File: src/rtl/ss_sequencer.sv
// Save-state sequencer for the mapper register port.
// Save walks registers 0..REG_CNT-1 plus the index byte out onto a byte stream.
// Restore writes a byte stream back, with each write straddling an m2 fall,
// and then checks the mapper index byte.
module ss_sequencer #(
  parameter int REG_CNT     = 12,
  parameter int IDX_ADDR    = 127,
  parameter int SETTLE      = 2,
  parameter int SYNC_STAGES = 2,
  parameter int TMO         = 1024
) (
  input  logic       clk,
  input  logic       rst_n,
  input  logic       start,
  input  logic       dir,
  input  logic       abort,
  output logic       busy,
  output logic       done,
  output logic       err,
  input  logic       m2,
  output logic       ss_act,
  output logic       ss_we,
  output logic [7:0] ss_addr,
  output logic [7:0] ss_wdat,
  input  logic [7:0] ss_rdat,
  output logic [7:0] sv_dat,
  output logic       sv_valid,
  input  logic       sv_ready,
  input  logic [7:0] ld_dat,
  input  logic       ld_valid,
  output logic       ld_ready
);

  typedef enum logic [3:0] {
    S_IDLE, S_SV_ADDR, S_SV_OUT, S_LD_DAT, S_LD_HI,
    S_LD_FALL, S_LD_HOLD, S_LD_SET, S_DONE
  } state_t;

  // One counter serves both the address-settle window and the m2 timeout.
  localparam int            CW       = $clog2((TMO > SETTLE) ? TMO : SETTLE) + 1;
  localparam logic [CW-1:0] TMO_LAST = CW'(TMO - 1);
  localparam logic [CW-1:0] SET_LAST = CW'(SETTLE - 1);
  localparam logic [7:0]    REG_END  = 8'(REG_CNT);
  localparam logic [7:0]    IDX_A    = 8'(IDX_ADDR);

  state_t          state, state_n;
  logic [7:0]      idx, idx_n;
  logic [CW-1:0]   cnt, cnt_n;
  logic [7:0]      addr_n, wdat_n, svdat_n;
  logic            err_n;

  logic [SYNC_STAGES-1:0] m2_sync;
  logic                   m2s, m2s_q, fall;

  assign m2s  = m2_sync[SYNC_STAGES-1];
  assign fall = m2s_q & ~m2s;

  // Register addresses map straight through; past the last one comes the index byte.
  function automatic logic [7:0] sel_addr(input logic [7:0] i);
    return (i < REG_END) ? i : IDX_A;
  endfunction

  // Synchronize the asynchronous m2 and keep one stage of history for edge detect.
  always_ff @(posedge clk or negedge rst_n) begin
    if (!rst_n) begin
      m2_sync <= '0;
      m2s_q   <= 1'b0;
    end else begin
      m2_sync <= {m2_sync[SYNC_STAGES-2:0], m2};
      m2s_q   <= m2s;
    end
  end

  // State and datapath registers.
  // NOTE: sequential state uses non-blocking assignments so every flop samples
  // pre-edge values regardless of statement order.
  always_ff @(posedge clk or negedge rst_n) begin
    if (!rst_n) begin
      state   <= S_IDLE;
      idx     <= '0;
      cnt     <= '0;
      ss_addr <= '0;
      ss_wdat <= '0;
      sv_dat  <= '0;
      err     <= 1'b0;
    end else begin
      state   <= state_n;
      idx     <= idx_n;
      cnt     <= cnt_n;
      ss_addr <= addr_n;
      ss_wdat <= wdat_n;
      sv_dat  <= svdat_n;
      err     <= err_n;
    end
  end

  // Next-state and next-datapath logic.
  always_comb begin
    // NOTE: every signal gets its hold value first so no path leaves one
    // unassigned, which would otherwise infer a latch.
    state_n = state;
    idx_n   = idx;
    cnt_n   = cnt;
    addr_n  = ss_addr;
    wdat_n  = ss_wdat;
    svdat_n = sv_dat;
    err_n   = err;

    if (abort && ss_act) begin
      state_n = S_IDLE;
    end else begin
      case (state)
        S_IDLE: begin
          if (start && !abort) begin
            err_n = 1'b0;
            idx_n = '0;
            cnt_n = '0;
            if (dir) begin
              state_n = S_LD_DAT;
            end else begin
              addr_n  = sel_addr(8'd0);
              state_n = S_SV_ADDR;
            end
          end
        end
        S_SV_ADDR: begin
          if (cnt == SET_LAST) begin
            svdat_n = ss_rdat;
            state_n = S_SV_OUT;
          end else begin
            cnt_n = cnt + CW'(1);
          end
        end
        S_SV_OUT: begin
          if (sv_ready) begin
            if (ss_addr == IDX_A) begin
              state_n = S_DONE;
            end else begin
              idx_n   = idx + 8'd1;
              addr_n  = sel_addr(idx + 8'd1);
              cnt_n   = '0;
              state_n = S_SV_ADDR;
            end
          end
        end
        S_LD_DAT: begin
          if (ld_valid) begin
            if (idx < REG_END) begin
              wdat_n  = ld_dat;
              addr_n  = idx;
              cnt_n   = '0;
              state_n = S_LD_HI;
            end else begin
              // ss_addr already points at the index byte and has settled.
              if (ld_dat != ss_rdat) err_n = 1'b1;
              state_n = S_DONE;
            end
          end
        end
        S_LD_HI: begin
          if (m2s) begin
            cnt_n   = '0;
            state_n = S_LD_FALL;
          end else if (cnt == TMO_LAST) begin
            err_n   = 1'b1;
            state_n = S_DONE;
          end else begin
            cnt_n = cnt + CW'(1);
          end
        end
        S_LD_FALL: begin
          if (fall) begin
            state_n = S_LD_HOLD;
          end else if (cnt == TMO_LAST) begin
            err_n   = 1'b1;
            state_n = S_DONE;
          end else begin
            cnt_n = cnt + CW'(1);
          end
        end
        S_LD_HOLD: begin
          // Write strobe stays up one cycle past the fall, then the index advances.
          idx_n = idx + 8'd1;
          if (idx + 8'd1 == REG_END) begin
            addr_n  = IDX_A;
            cnt_n   = '0;
            state_n = S_LD_SET;
          end else begin
            state_n = S_LD_DAT;
          end
        end
        S_LD_SET: begin
          if (cnt == SET_LAST) state_n = S_LD_DAT;
          else                 cnt_n   = cnt + CW'(1);
        end
        S_DONE:  state_n = S_IDLE;
        default: state_n = S_IDLE;
      endcase
    end
  end

  // Control outputs are pure decodes of the registered state.
  assign ss_act   = (state != S_IDLE) && (state != S_DONE);
  assign busy     = ss_act;
  assign done     = (state == S_DONE);
  assign ss_we    = (state == S_LD_HI) || (state == S_LD_FALL) || (state == S_LD_HOLD);
  assign sv_valid = (state == S_SV_OUT);
  assign ld_ready = (state == S_LD_DAT);

endmodule

File: config.mk
export PLATFORM = sky130hd
export DESIGN_NAME = ss_sequencer
export DESIGN_NICKNAME = d
export VERILOG_FILES = /design/src/rtl/ss_sequencer.sv
export SDC_FILE = /design/constraint.sdc
export NUM_CORES = 1
export LEC_CHECK = 0
export ABC_CLOCK_PERIOD_IN_PS = 2050
export CORE_ASPECT_RATIO = 0.8
export CORE_MARGIN = 5
export CORE_UTILIZATION = 47
export DETAILED_ROUTE_END_ITERATION = 8
export PLACE_DENSITY_LB_ADDON = 0.08
export SLEW_MARGIN = 20
export SYNTH_ARGS = -nofsm -noshare
export SYNTH_HDL_FRONTEND = slang
export SYNTH_SLANG_ARGS = --single-unit
File: constraint.sdc
create_clock -name clk -period 2.05 [get_ports clk]
set_input_delay 0.205 -clock clk [delete_from_list [all_inputs] [get_ports clk]]
set_output_delay 0.205 -clock clk [all_outputs]
set_load 0.01 [all_outputs]
### After elaboration in Yosys (flattened, before gate mapping)

Cells that the tools add are included.

| word-level totals | value |
|---|---|
| logic and storage cells | 113 |
| register bits | 51 |
| output and inout bits | 31 |

| cells by class | value |
|---|---|
| mux-type cells | 46 |
| add/subtract/negate cells | 2 |
| order comparisons | 2 |
| reductions and logical operators | 20 |
| equality and inequality tests | 31 |
| bitwise logic cells | 3 |

Operators by type and width:

| kind | count |
|---|---|
| $mux 11 | 10 |
| $mux 8 | 11 |
| $pmux 11 s7 | 1 |
| $mux 4 | 11 |
| $pmux 4 s8 | 1 |
| $pmux 8 s4 | 1 |
| $pmux 8 s3 | 1 |
| $ne 2x2->1 const B | 9 |
| $eq 4x3->1 const B | 4 |
| $lt 8x4->1 const B | 2 |
| $reduce_bool 4->1 | 3 |
| $add 11x1->11 const B | 1 |
| $eq 11x1->1 const B | 1 |
| $eq 11x10->1 const B | 1 |
| $reduce_and 10->1 | 1 |
| $reduce_and 5->1 | 2 |
| $ne 3x3->1 const B | 3 |
| $reduce_and 9->1 | 1 |
| $add 8x1->8 const B | 1 |
| $eq 4x2->1 const B | 2 |
| $eq 8x4->1 const B | 1 |
| $eq 8x7->1 const B | 1 |
| $ne 8x8->1 | 1 |
| $reduce_and 8->1 | 1 |
| 21 further kinds | 33 |

### Depth between registers and ports, before layout

| logic depth | value |
|---|---|
| depth in word-level cells | 6 |
| gate-level depth with buffers | 9 |

### Worst setup path after synthesis

Ideal clock, no wire load.

| timing path | value |
|---|---|
| path kind | reg2reg |
| start point | register cnt[0] |
| end point | register err |
| clock period less this slack | 2.037 ns |
| data required time | 1.985 ns |
| data arrival time | 1.972 ns |
| setup slack | 0.013 ns |
| stages on the path, launching flop included | 9 |
| cells stage by stage | dfrtp_1 > ha_1 > nand3_1 > or2_1 > clkbuf_1 > nor3_1 > a22oi_1 > a2111oi_0 > o22a_1 |

| between the ends | value |
|---|---|
| word-level cells in the longest chain between the ends | 4 |
| elaborated cells on any way between the ends | 5 |
| those cells by class | eq/ne: 1; mux: 4 |

RTL lines:

| what | RTL line | text |
|---|---|---|
| start: declaration | 48 | `logic [CW-1:0] cnt, cnt_n;` |
| start signal: assignment | 89 | `cnt <= cnt_n;` |
| $eq 11x10->1 * | 164, 174 |  |
| $mux 1 * | -- |  |
| $mux 1, on equally long branches | -- |  |
| $pmux 1 s4 * | -- |  |
| end signal: assignment | 93 | `err <= err_n;` |
| end: declaration | 19 | `output logic err,` |

Every way passes the cells marked *; elsewhere a longest branch is shown, timed or not. The select of a mux whose other input is x is not followed.
A chain may end at the register's enable or synchronous reset.

### Worst setup path after layout

| timing path | value |
|---|---|
| start point | register state[3] |
| end point | register cnt[3] |

| between the ends | value |
|---|---|
| word-level cells in the longest chain between the ends | 5 |
| elaborated cells on any way between the ends | 25 |
| those cells by class | eq/ne: 16; mux: 1; bitwise: 1; reduce/logical: 7 |

RTL lines:

| what | RTL line | text |
|---|---|---|
| start: declaration | 46 | `state_t state, state_n;` |
| start signal: assignment | 87 | `state <= state_n;` |
| parallel branches: the longest is 5 deep, another holds $reduce_and 10->1 | -- |  |

Parallel ways; which one is timed is not known.

==> reports/results.txt <==
status: finished, violations left
failing checks: setup timing
largest net degree at the start of global routing: 52
CP Buf/Inv Count: 0
first-pass GRT wire length: 13.7 mm
number of buffers added on ports: 54
DP Worst Slack: -0.0693 ns
via count: 2968
crit-path cells: or3b_4 > or4_4 > or2_4 > a21oi_2 > o21ai_2 > o31ai_2
CTS Sinks: 51
biggest area consumer among synthesized cells: dfrtp_1
cell area after layout: 4340 sq um
Syn Inst Count: 315
post-placement cell area: 3930 sq um
Final nets: 457
depth of the worst hold-timing path: 1
CP arrival: 2.32 ns
post-synthesis cell type count: 55
initial core utilization: 49.4%
Worst-path clk slew: 0.10 ns
Max IR drop VDD: 0.513 mV
Synth Area per Inst: 9.42 sq um
Max Buffers Root-to-Sink: 2
synth top area cells: dfrtp_1 (43%), mux2_2 (6.1%), o21ai_0 (4.0%)
Slew Viols, Final: 0
clock insertion delay at the later pin of the skew report: 0.31 ns
die width: 98.8 um
Crit. path cell count: 6
asr flop ratio synth: 100%
skew final: 0.00871 ns
Overall Global Routing Usage: 21.2%
Core ar.: 6010 sq um
register area: 1280 sq um
flops & latches, synth: 51
initial drt markers: 303
final hold vios: 0
vias per cell: 5.80
unrepaired setup endpoints after global routing: yes
CTS root buf: clkbuf_8
CP top delay family: simple AND/OR/NAND/NOR gates
Tmin final: 2.09 ns
die height: 81.1 um
DRC violation count after routing: 0
combinational family with the most area after synthesis: simple AND/OR/NAND/NOR gates
XOR/XNOR Fraction of Synth Area: 3.25%
Post-DP HPWL: 5.90 mm
register area share after synthesis: 43.0%
Final setup viols: 7
Synth Area in Adders: 1.27%
area of the multi-input gates: 1760 sq um
Final Wtd Congestion: 0.906
r2r worst-path depth: 6
leak pwr: 0.00195 uW
Critical Path RT: 2.28 ns
Post-synth EDFFs: 0
hold slack: 0.323 ns
antenna cell count: 0
dominant synthesized flop cell: dfrtp_1
synth warn: 0
Layout area overhead: 46.3%
CP Launch Type: register
GRT overflow: 0
Post-DRT Antenna Nets: 0
Post-synth top cells: dfrtp_1 (51), o21ai_0 (24), nand2_1 (23), nor2_1 (23), mux2_2 (16)
crit share post-route: 102%
mux cell area share after synthesis: 6.75%
Crit. End Element: register
CTS tree: done
Setup TNS Final: -0.230 ns
critical path peak fanout: 6
critical path's slowest cell: or4_4
fin util: 72.3%
final worst slack: -0.0431 ns
worst hold path class: in2reg
Max-Cap Viols: 0
slew of the pin with the lowest slew margin: 0.391 ns
Synth Cell Area: 2970 sq um
crit-path max cell delay: 0.56 ns
Power Density: 893 nW/um^2
fillcell total: 479
Max H-tree Level: 2
row cnt: 25
CTS buffer count: 5
Compound-Gate Fraction of Synth Area: 20.1%
antenna violations before repair: 0
fmax: 0.478 GHz
Slew HR: 73.7%
top-area cell type share of the netlist area: 43.0%
I/O pins: 55
Net Count, Synth: 342
critical path class: reg2reg
Simple-Gate Fraction of Synth Area: 21.8%
die footprint: 8010 sq um
layout cells sized above 1: 32.9%
WL/cell: 16.9 um
most frequent cell after synthesis: dfrtp_1
number of global-route vias before repair: 2848
drt pass-1 iters: 5
total wire length: 8.66 mm
-- layout make-up --
cell class / instances / area share [%]
well taps: 81 / 2.33
repair buffers: 125 / 24.8
inverters: 7 / 0.605
flip-flops and latches: 51 / 29.5
clock buffers: 5 / 1.59
clock inverters: 3 / 0.519
multi-input cells: 240 / 40.6
-- state kept, by name, summed over array words and instances, names as in the netlist, 2 cells and up --
signal   cells
cnt         11
ss_wdat      8
state        4
sv_dat       8
m2_sync      2
idx          8
ss_addr      8
-- placed cells by master (no fill, tap or decap), types with 6 or more instances in the layout --
master           count
buf_4               67
dfrtp_1             47
nor2_1              22
a21o_1               9
mux2_2              16
o21ai_0             20
nand3_1              9
nand2b_1             7
a21oi_1             12
inv_1                7
nand2_1             23
nor3_1               7
o22a_1               6
clkdlybuf4s50_1     51
xor2_1               9
-- metal layers --
layer	vias to the layer above	wire length, um	track usage [%]
met4	0	185	5.73
met1	1384	3890	29.4
li1	1394	-	-
met5	-	0	0
met2	165	3670	30.6
met3	25	905	8.58
-- cell families after synthesis --
group                    Yosys count
XOR/XNOR                          11
AO/OA/AOI/OAI                     89
buffers and inverters             25
flip-flops                        51
AND/OR/NAND/NOR                  118
multiplexers                      18
adder cells (fa/ha/maj)            3
-- power by group --
group	switching [uW]	total (uW)	internal, uW
Combinational	948	1970	1020
Sequential	114	1290	1170
Clock	368	614	246
Total	1430	3870	2440
-- path summary, 6_finish.rpt --
check	start	to	slack, ns
max	state[3]	cnt[3]	-0.04
min	m2	m2_sync[0]	0.32
max reg2reg	state[3]	cnt[3]	-0.04
min reg2reg	m2_sync[0]	m2_sync[1]	0.37
max in group asynchronous	rst_n	state[3]	1.40
min in group asynchronous	rst_n	idx[7]	0.39
-- metrics by stage --
| step | instances | power, uW |
|---|---|---|
| 2_1_floorplan | 315 | 2170 |
| 6_report | 512 | 3870 |
| 3_5_place_dp | 485 | 3000 |
| 4_1_cts | 503 | 3720 |
| 5_1_grt | 512 | 4130 |
| 3_3_place_gp | 485 | 2980 |
-- what timing repair did --
item                                   in CTS  in global routing
setup endpoints to repair                  21                 39
hold buffers                                1                  0
pin swaps                                   2                 12
cloned                                      1                  0
resized for setup                          15                 37
setup buffers                               8                  9
endpoints found under the hold margin      51                  0
Power figures use the tool's default switching activity.
